### src/rtl/sy_ppl_fp_wb_sched.sv
// rtl/sy_ppl_fp_wb_sched.sv - FP register-file writeback scheduler with round-robin arbiter and busy scoreboard
// Optional flopped write port: define SY_FP_WB_REG_EN.

package sy_pkg;
  localparam int DWTH = 64;
endpackage

module sy_ppl_fp_wb_sched #(
  parameter int NREQ = 3,
  parameter int DWTH = sy_pkg::DWTH
) (
  input  logic                 clk_i,
  input  logic                 rst_i,
  input  logic                 flush_i,
  input  logic                 dec_fp_wb__alloc_en_i,
  input  logic [4:0]           dec_fp_wb__alloc_idx_i,
  output logic [31:0]          fp_wb_dec__busy_o,
  input  logic [NREQ-1:0]      ex_fp_wb__req_valid_i,
  output logic [NREQ-1:0]      fp_wb_ex__req_ready_o,
  input  logic [NREQ*5-1:0]    ex_fp_wb__req_idx_i,
  input  logic [NREQ*DWTH-1:0] ex_fp_wb__req_data_i,
  output logic                 fp_wb_fp_reg__rdst_en_o,
  output logic [4:0]           fp_wb_fp_reg__rdst_idx_o,
  output logic [DWTH-1:0]      fp_wb_fp_reg__rdst_data_o
);

  localparam int PW = (NREQ > 1) ? $clog2(NREQ) : 1;

  logic [PW-1:0]   ptr_q;
  logic [PW-1:0]   ptr_nxt;
  logic [PW-1:0]   gnt_idx;
  logic            gnt_found;
  logic            xfer;
  logic [4:0]      sel_idx;
  logic [DWTH-1:0] sel_data;
  logic [31:0]     busy_q;
  logic [31:0]     busy_nxt;

  // Rotating priority scan starting at the round-robin pointer.
  always_comb begin
    logic [PW:0]   sum;
    logic [PW-1:0] cand;
    gnt_found = 1'b0;
    gnt_idx   = ptr_q;
    sum       = '0;
    cand      = '0;
    for (int k = 0; k < NREQ; k++) begin
      sum = {1'b0, ptr_q} + (PW+1)'(k);
      if (sum >= (PW+1)'(NREQ)) begin
        sum = sum - (PW+1)'(NREQ);
      end
      cand = sum[PW-1:0];
      if (!gnt_found && ex_fp_wb__req_valid_i[cand]) begin
        gnt_found = 1'b1;
        gnt_idx   = cand;
      end
    end
  end

  assign xfer     = rst_i & ~flush_i & gnt_found;
  assign sel_idx  = ex_fp_wb__req_idx_i[int'(gnt_idx)*5 +: 5];
  assign sel_data = ex_fp_wb__req_data_i[int'(gnt_idx)*DWTH +: DWTH];
  assign ptr_nxt  = (gnt_idx == PW'(NREQ-1)) ? '0 : gnt_idx + PW'(1);

  always_comb begin
    fp_wb_ex__req_ready_o = '0;
    if (xfer) begin
      fp_wb_ex__req_ready_o[gnt_idx] = 1'b1;
    end
  end

  always_ff @(posedge clk_i) begin
    if (!rst_i) begin
      ptr_q <= '0;
    end else if (xfer) begin
      ptr_q <= ptr_nxt;
    end
  end

`ifdef SY_FP_WB_REG_EN
  logic            wr_en_q;
  logic [4:0]      wr_idx_q;
  logic [DWTH-1:0] wr_data_q;

  always_ff @(posedge clk_i) begin
    if (!rst_i) begin
      wr_en_q   <= 1'b0;
      wr_idx_q  <= '0;
      wr_data_q <= '0;
    end else begin
      wr_en_q <= xfer;
      if (xfer) begin
        wr_idx_q  <= sel_idx;
        wr_data_q <= sel_data;
      end
    end
  end

  // A flush landing in the write cycle cancels the already-accepted write.
  assign fp_wb_fp_reg__rdst_en_o   = wr_en_q & ~flush_i;
  assign fp_wb_fp_reg__rdst_idx_o  = wr_idx_q;
  assign fp_wb_fp_reg__rdst_data_o = wr_data_q;
`else
  assign fp_wb_fp_reg__rdst_en_o   = xfer;
  assign fp_wb_fp_reg__rdst_idx_o  = xfer ? sel_idx : 5'd0;
  assign fp_wb_fp_reg__rdst_data_o = xfer ? sel_data : '0;
`endif

  // Clear before set so a same-cycle alloc of the written index stays busy.
  always_comb begin
    busy_nxt = busy_q;
    if (fp_wb_fp_reg__rdst_en_o) begin
      busy_nxt[fp_wb_fp_reg__rdst_idx_o] = 1'b0;
    end
    if (dec_fp_wb__alloc_en_i) begin
      busy_nxt[dec_fp_wb__alloc_idx_i] = 1'b1;
    end
  end

  always_ff @(posedge clk_i) begin
    if (!rst_i) begin
      busy_q <= '0;
    end else if (flush_i) begin
      busy_q <= '0;
    end else begin
      busy_q <= busy_nxt;
    end
  end

  assign fp_wb_dec__busy_o = busy_q;

endmodule

### config.mk
export PLATFORM = sky130hd
export DESIGN_NAME = sy_ppl_fp_wb_sched
export DESIGN_NICKNAME = d
export VERILOG_FILES = /design/src/rtl/sy_ppl_fp_wb_sched.sv
export SDC_FILE = /design/constraint.sdc
export NUM_CORES = 1
export LEC_CHECK = 0
export BUFFER_PORTS_ARGS = -buffer_cell sky130_fd_sc_hd__buf_2
export CAP_MARGIN = 20
export CELL_PAD_IN_SITES_DETAIL_PLACEMENT = 1
export CELL_PAD_IN_SITES_GLOBAL_PLACEMENT = 1
export CORE_AREA = 2 2 125 127
export DETAILED_ROUTE_END_ITERATION = 10
export DIE_AREA = 0 0 127 129
export HOLD_SLACK_MARGIN = 0.06
export PLACE_DENSITY = 0.86
export SLEW_MARGIN = 20
export SYNTH_ARGS = -nofsm -noshare
export SYNTH_HDL_FRONTEND = slang
export SYNTH_SLANG_ARGS = --single-unit
### constraint.sdc
create_clock -name clk_i -period 3.6 [get_ports clk_i]
set_input_delay 0.18 -clock clk_i [delete_from_list [all_inputs] [get_ports clk_i]]
set_output_delay 0.18 -clock clk_i [all_outputs]
set_load 0.01 [all_outputs]
==> qor.csv, run 1 <==
stage,metric,value,unit
grt,overflow,0,
setup_path,slowest_delay,0.58,ns
placement,place_hpwl,15800,um
logic_synthesis,synth-seq-cells,34,
timing,finalMaxSlewViolations,0,
logic_synthesis,ys.flop_type,dfxtp_1,
timing,worstMarginPinSlew,0.554,ns
finish,drive_gt1_share,53.9,%
timing,min_period,3.42,ns
finish,fillerInstances,1936,
setup_path,critical_path_peak_fanout,9,
grt,grt_pass1_vias,4868,
logic_synthesis,yosys_warnings,0,
grt,grt_usage,22.4,%
logic_synthesis,yosysSeqAreaShare,22.9,%
die,start_util,19.9,%
logic_synthesis,synthesis.nets,614,
outcome,outcome,"finished, violations left",
drt,drtIter0Drc,516,
drt,wl,19900,um
logic_synthesis,synthTopCellsByArea,"dfxtp_1 23%, a222oi_1 21%, nor2_1 9.0%",
die,num_rows,45,
logic_synthesis,synth.top_cell.area_share,22.9,%
drt,drc,3,
cts,cts_buffers,5,
finish,area_delta_synth_final,75.7,%
setup_path,cp.arrival,3.57,ns
timing,setup_tns,0,ns
cts,htree_levels,2,
cts,clkTransAtPathRegs,0.05,ns
setup_path,cp_data_required_time,3.75,ns
cts,clock_path_buffers,2,
finish,fin_cells,901,
flow_run,maxCapViolCount,0,
power,clkPwrFrac,19.3,%
drt,ant_nets,0,
timing,fmax,293,MHz
power,p_leak,2.52,nW
die,die_h,129,um
grt,grt_max_degree,40,
die,die_w,127,um
timing,period_share,95.0,%
power,max-vdd-ir-drop,0.201,mV
timing,rsz0062_at_grt,no,
placement,portBuffers,323,
setup_path,r2r_start,ptr_q[0],
drt,post_drt_wl_per_cell,22.1,um
finish,multi_input_area,2260,um2
setup_path,crit_chain,"inv_1, ha_4, mux2i_4, o2bb2ai_4, nor2_1, a32o_2, a222oi_1, buf_4, or4b_1, o311ai_1, o21ai_0",
drt,vias,5002,
logic_synthesis,synthArstFlopShare,0,%
finish,layout.nets,930,
setup_path,worstSetupStartpointType,register,
timing,setup_viol,0,
min_path,whs_endpoint,ptr_q[1],
power,combPwrFrac,65.6,%
setup_path,rr_endpoint,fp_wb_dec__busy_o[27],
logic_synthesis,synth_edf_count,0,
die,coreArea,15000,um2
power,seqPwrFrac,15.1,%
min_path,hold_class,in2reg,
logic_synthesis,syn_area_per_cell,7.61,um2
cts,clk_latency,0.28,ns
logic_synthesis,synth_cells,391,
drt,via_per_inst,5.55,
cts,cts_root_buf,clkbuf_16,
min_path,holdCritStartpoint,rst_i,
grt,antenna_found_initial,10,
outcome,violations,design-rule violations,
setup_path,critPathSlowestCell,or4b_1,
timing,max_slew_margin,63.1,%
finish,regArea,683,um2
timing,finalClockSkew,0.00367,ns
cts,clock_sinks,34,
cts,cts_tree,yes,
timing,hold_violations,0,
setup_path,r2r_slack,0.18,ns
power,switching_share,45.2,%
die,die_area,16400,um2
power,power_density,496,nW/um2
drt,first_pass_iters,11,
setup_path,cp-end-kind,register,
logic_synthesis,yosys.area.top_type,dfxtp_1,
power,p_total,2.59,mW
logic_synthesis,synthesis.area,2970,um2
power,p_int,1.42,mW
power,switchingPower,1.17,mW
logic_synthesis,synth_cell_types,58,
setup_path,reg2reg_depth,11,
die,ios,324,
grt,grt_pass1_wl,28600,um
placement,place_congestion,0.864,
setup_path,path_class,reg2reg,
placement,dp_cells,883,
min_path,min_path_cells,2,
## cells in the final DEF (no fill, tap or decap), types with 5 or more instances in the layout
cell	synthesis	routed
buf_2	0	323
nor2_1	71	70
a222oi_1	61	61
dfxtp_1	34	32
nand2_1	28	28
buf_4	1	22
o311ai_1	16	16
o21ai_0	15	15
inv_1	10	10
o22ai_1	10	10
nor4_1	9	9
o21ai_1	7	7
diode_2	0	6
a22oi_1	6	6
nand2b_1	5	5
clkbuf_16	0	5
## layer usage
layer / GRT usage, % / vias to the layer above / share of wire (%)
met1: 26.9 / 2420 / 39
met5: 0 / - / 0.13
met3: 5.82 / 36 / 8.5
li1: - / 2252 / -
met2: 39.4 / 290 / 50
met4: 6.85 / 4 / 2.1
## stage by stage
step	hold WS (ns)	instance area [um2]	worst slack [ns]	utilization, %
finish	0.167	5230	0.182	34.9
global route	0.170	5220	0.0178	34.8
CTS	0.162	5070	0.00563	33.9
detailed placement	0.453	4860	-0.0316	32.5
global placement	0.442	4860	0.0999	32.5
floorplan	0.333	2970	0.280	-
## cells by family (layout without fill, tap and decap cells)
kind of cell	count (synthesis)	after routing	synth area share, %
AO/OA/AOI/OAI	146	146	42.3
adder cells (fa/ha/maj)	4	4	1.68
buffers and inverters	50	365	6.94
flip-flops	34	34	22.9
multiplexers	5	5	2.10
other	0	6	0
AND/OR/NAND/NOR	152	153	24.1
## registers in the layout, indices dropped and copies added, names as in the netlist
name	flops
fp_wb_dec__busy_o	32
ptr_q	2
## synth_stat cells, drive strengths merged, types with 3 or more instances
cell    count
and2        6
nand3       3
a21oi       3
o22ai      10
mux2i       5
nor2       71
nor2b       3
clkbuf     33
nand2      28
nand3b      4
nand4b      3
a32o        4
ha          4
nand4       4
a22oi       6
and3        3
o21ai      23
nand2b      5
dfxtp      34
nor3        4
buf         6
inv        10
a222oi     61
nor4        9
o311ai     20
## worst max-delay path: cells and delay by family (launching register included)
family          cells  cell delay, ns
flops               1            0.37
buf+inv             2            0.29
mux                 1            0.29
simple gates        2            0.99
compound gates      5            1.00
fa+ha+maj           1            0.34
## timing repair
item / in CTS / in global routing
hold buffers: 0 / 0
buffers inserted: 1 / 3
gates resized for setup: 3 / 19
setup endpoints to repair: 46 / 88
pin swaps: 1 / 2
cloned: 1 / 0
## worst max-delay path by stage
| stage | end | cells past startpoint | slack (ns) | from |
|---|---|---|---|---|
| after global routing | fp_wb_dec__busy_o[16] | 11 | 0.02 | ptr_q[0] |
| final | fp_wb_dec__busy_o[27] | 11 | 0.18 | ptr_q[0] |
| after floorplan | fp_wb_dec__busy_o[4] | 12 | 0.28 | ptr_q[0] |
| after global placement | fp_wb_dec__busy_o[27] | 11 | 0.1 | ptr_q[0] |
| after detailed placement | fp_wb_dec__busy_o[27] | 11 | -0.03 | ptr_q[0] |
| after CTS | fp_wb_fp_reg__rdst_data_o[3] | 10 | 0.006 | ptr_q[0] |
## power by group through the flow
stage / sequential (mW) / combinational, mW / clock (mW)
after floorplan: 0.396 / 0.953 / 0
after global placement: 0.396 / 1.52 / 0
after detailed placement: 0.397 / 1.54 / 0
after CTS: 0.388 / 1.59 / 0.510
after global routing: 0.392 / 1.83 / 0.529
final: 0.391 / 1.70 / 0.501
## cell type report
cell class,count,area share [%]
flip-flops and latches,34,13.1
repair buffers,347,34.9
multi-input cells,308,43.3
well taps,188,4.50
inverters,11,0.790
clock buffers,6,2.66
clock inverters,1,0.575
diodes,6,0.287
(Power assumes the default switching activity.)
==> run 2: changes to the inputs <==
--- a/config.mk
+++ b/config.mk
@@ -12,6 +12,7 @@
 export CORE_AREA = 2 2 125 127
 export DETAILED_ROUTE_END_ITERATION = 10
 export DIE_AREA = 0 0 127 129
+export GPL_TIMING_DRIVEN = 0
 export HOLD_SLACK_MARGIN = 0.06
 export PLACE_DENSITY = 0.86
 export SLEW_MARGIN = 20
==> qor.csv, run 2 (synthesized netlist as in run 1, its figures left out) <==
stage,metric,value,unit,change
cts,clock_sinks,34,,unchanged
cts,clkTransAtPathRegs,0.06,ns,about the same
setup_path,path_class,reg2reg,,
finish,multi_input_area,2310,um2,+2.3%
setup_path,r2r_start,ptr_q[0],,
timing,worstMarginPinSlew,0.830,ns,+0.276 ns
timing,period_share,97.0,%,+2.0 points
grt,grt_max_degree,11,,-73%
timing,hold_violations,0,,unchanged
setup_path,crit_top_cell,buf_4,,
setup_path,critPathSlowestCell,o311ai_4,,
setup_path,crit_cells,13,,+2
finish,regArea,686,um2,+0.37%
grt,grt_pass1_vias,5082,,+4.4%
grt,grt_pass1_wl,29500,um,+2.9%
placement,portBuffers,321,,-0.62%
timing,rsz0062_at_grt,yes,,
power,clkPwrFrac,16.7,%,-2.6 points
timing,fmax,286,MHz,-2.1%
power,power_density,490,nW/um2,-1.2%
setup_path,crit_chain,"inv_2, ha_4, buf_6, mux2i_4, o2bb2ai_4, o311ai_4, a32o_2, a222oi_1, buf_4, buf_4, nand4b_1, o311ai_0, o21ai_0",,
setup_path,reg2reg_depth,13,,+2
setup_path,critical_path_peak_fanout,8,,-1
setup_path,cp-end-kind,register,,
finish,largest_register_ffs,32,,unchanged
grt,antenna_found_initial,12,,+2
grt,grt_usage,23.3,%,+0.92 points
timing,finalClockSkew,0.00277,ns,-0.000895 ns
placement,place_congestion,0.901,,+4.3%
die,coreArea,15000,um2,unchanged
finish,final_util,36.2,%,+1.3 points
grt,overflow,0,,unchanged
setup_path,r2r_slack,0.11,ns,-0.07 ns
timing,setup_viol,0,,unchanged
power,seqPwrFrac,14.7,%,-0.4 points
drt,drtIter0Drc,500,,-3.1%
timing,max_slew_margin,44.2,%,-19 points
setup_path,cp.arrival,3.64,ns,+0.07 ns
min_path,whs_endpoint,ptr_q[0],,
cts,clk_latency,0.29,ns,about the same
power,switching_share,46.5,%,+1.2 points
drt,vias,5099,,+1.9%
setup_path,cp_top_family,compound AO/OA/AOI/OAI gates,,
finish,final_common_cell,buf_2,,
outcome,outcome,"finished, final reports clean",,
cts,clock_path_buffers,2,,unchanged
setup_path,path_buf_inv,4,,+2
cts,cts_root_buf,clkbuf_16,,
finish,most-common-layout-cells,"321 x buf_2, 69 x nor2_1, 61 x a222oi_1",,
finish,area_delta_synth_final,82.2,%,
drt,drc,0,,-3
timing,min_period,3.49,ns,+0.0723 ns
power,p_total,2.65,mW,+2.4%
timing,hold_ws,0.178,ns,+0.0114 ns
drt,wl,20800,um,+4.6%
die,ios,324,,unchanged
die,start_util,19.9,%,unchanged
min_path,hold_class,in2reg,,
power,max-vdd-ir-drop,0.185,mV,-8.0%
min_path,holdCritStartpoint,rst_i,,
die,die_area,16400,um2,unchanged
power,combPwrFrac,68.6,%,+3.0 points
setup_path,cp_data_required_time,3.75,ns,about the same
flow_run,maxCapViolCount,0,,unchanged
cts,htree_levels,2,,unchanged
finish,layout.nets,961,,+3.3%
cts,cts_tree,yes,,
drt,post_drt_wl_per_cell,22.3,um,+0.92%
placement,dp_cells,900,,+1.9%
power,p_leak,2.59,nW,+2.8%
die,num_rows,45,,unchanged
drt,first_pass_iters,7,,-4
cts,cts_buffers,5,,unchanged
timing,finalMaxSlewViolations,0,,unchanged
drt,ant_nets,0,,unchanged
setup_path,worstSetupStartpointType,register,,
setup_path,rr_endpoint,fp_wb_dec__busy_o[16],,
finish,fin_cells,934,,+3.7%
power,switchingPower,1.23,mW,+5.2%
drt,via_per_inst,5.46,,-1.7%
finish,fillerInstances,1932,,-0.21%
placement,place_hpwl,16700,um,+5.7%
die,die_h,129,um,unchanged
finish,drive_gt1_share,54.3,%,+0.37 points
power,p_int,1.42,mW,about the same
min_path,min_path_cells,2,,unchanged
cts,hold_buffers,0,,unchanged
die,die_w,127,um,unchanged
setup_path,slowest_delay,0.44,ns,-0.14 ns
## run 2: changes by cell type in the layout (fill, tap and decap cells not counted), sizes merged
| cell | previous run | this run |
|---|---|---|
| clkbuf | 6 | 36 |
| nor2 | 72 | 71 |
| diode | 6 | 7 |
| bufinv | 1 | 0 |
| clkinvlp | 0 | 1 |
| buf | 347 | 350 |
## run 2: power groups by stage
stage | combinational (mW) | sequential, mW | clock, mW
after global placement | 1.49 | 0.396 | 0
after global routing | 1.96 | 0.392 | 0.453
after CTS | 1.73 | 0.390 | 0.439
after detailed placement | 1.50 | 0.397 | 0
final | 1.82 | 0.391 | 0.442
after floorplan | 0.953 | 0.396 | 0
## run 2: what timing repair did
item / 4_1_cts / 5_1_grt
setup buffers: 14 / 8
setup endpoints to repair: 105 / 87
resized for setup: 43 / 21
pin swaps: 8 / 13
## run 2: stage by stage
stage	area, um2	setup slack [ns]	setup TNS [ns]
finish	5420	0.109	0
global route	5410	-0.0368	-0.135
CTS	5260	0.00182	0
detailed placement	4820	-0.728	-33.09
global placement	4820	-0.675	-26.23
floorplan	2970	0.280	0
## run 2: worst max path at each step
stage / startpoint / end / slack (ns)
global placement: ptr_q[0] / fp_wb_dec__busy_o[28] / -0.67
CTS: ptr_q[0] / fp_wb_dec__busy_o[28] / 0.002
detailed placement: ptr_q[0] / fp_wb_dec__busy_o[28] / -0.73
global route: ptr_q[0] / fp_wb_fp_reg__rdst_data_o[57] / -0.04
floorplan: ptr_q[0] / fp_wb_dec__busy_o[4] / 0.28
finish: ptr_q[0] / fp_wb_dec__busy_o[16] / 0.11
## run 2: area by class of cell
| type | count | share of cell area (%) |
|---|---|---|
| diodes | 7 | 0.323 |
| plain buffers | 36 | 3.51 |
| clock buffers | 7 | 2.63 |
| clock inverters | 1 | 0.0924 |
| inverters | 11 | 0.831 |
| multi-input cells | 307 | 42.7 |
| flip-flops and latches | 34 | 12.7 |
| well taps | 188 | 4.34 |
| repair buffers | 343 | 32.9 |
## run 2: routing by layer
metal	part of all wire [%]	GRT usage (%)	wire length, um	up-vias
met3	8.0	5.28	1660	31
met2	52	42.8	10800	281
met1	39	27.6	8030	2459
li1	-	-	-	2322
met4	1.5	6.01	308	6
met5	0.18	0	37	-
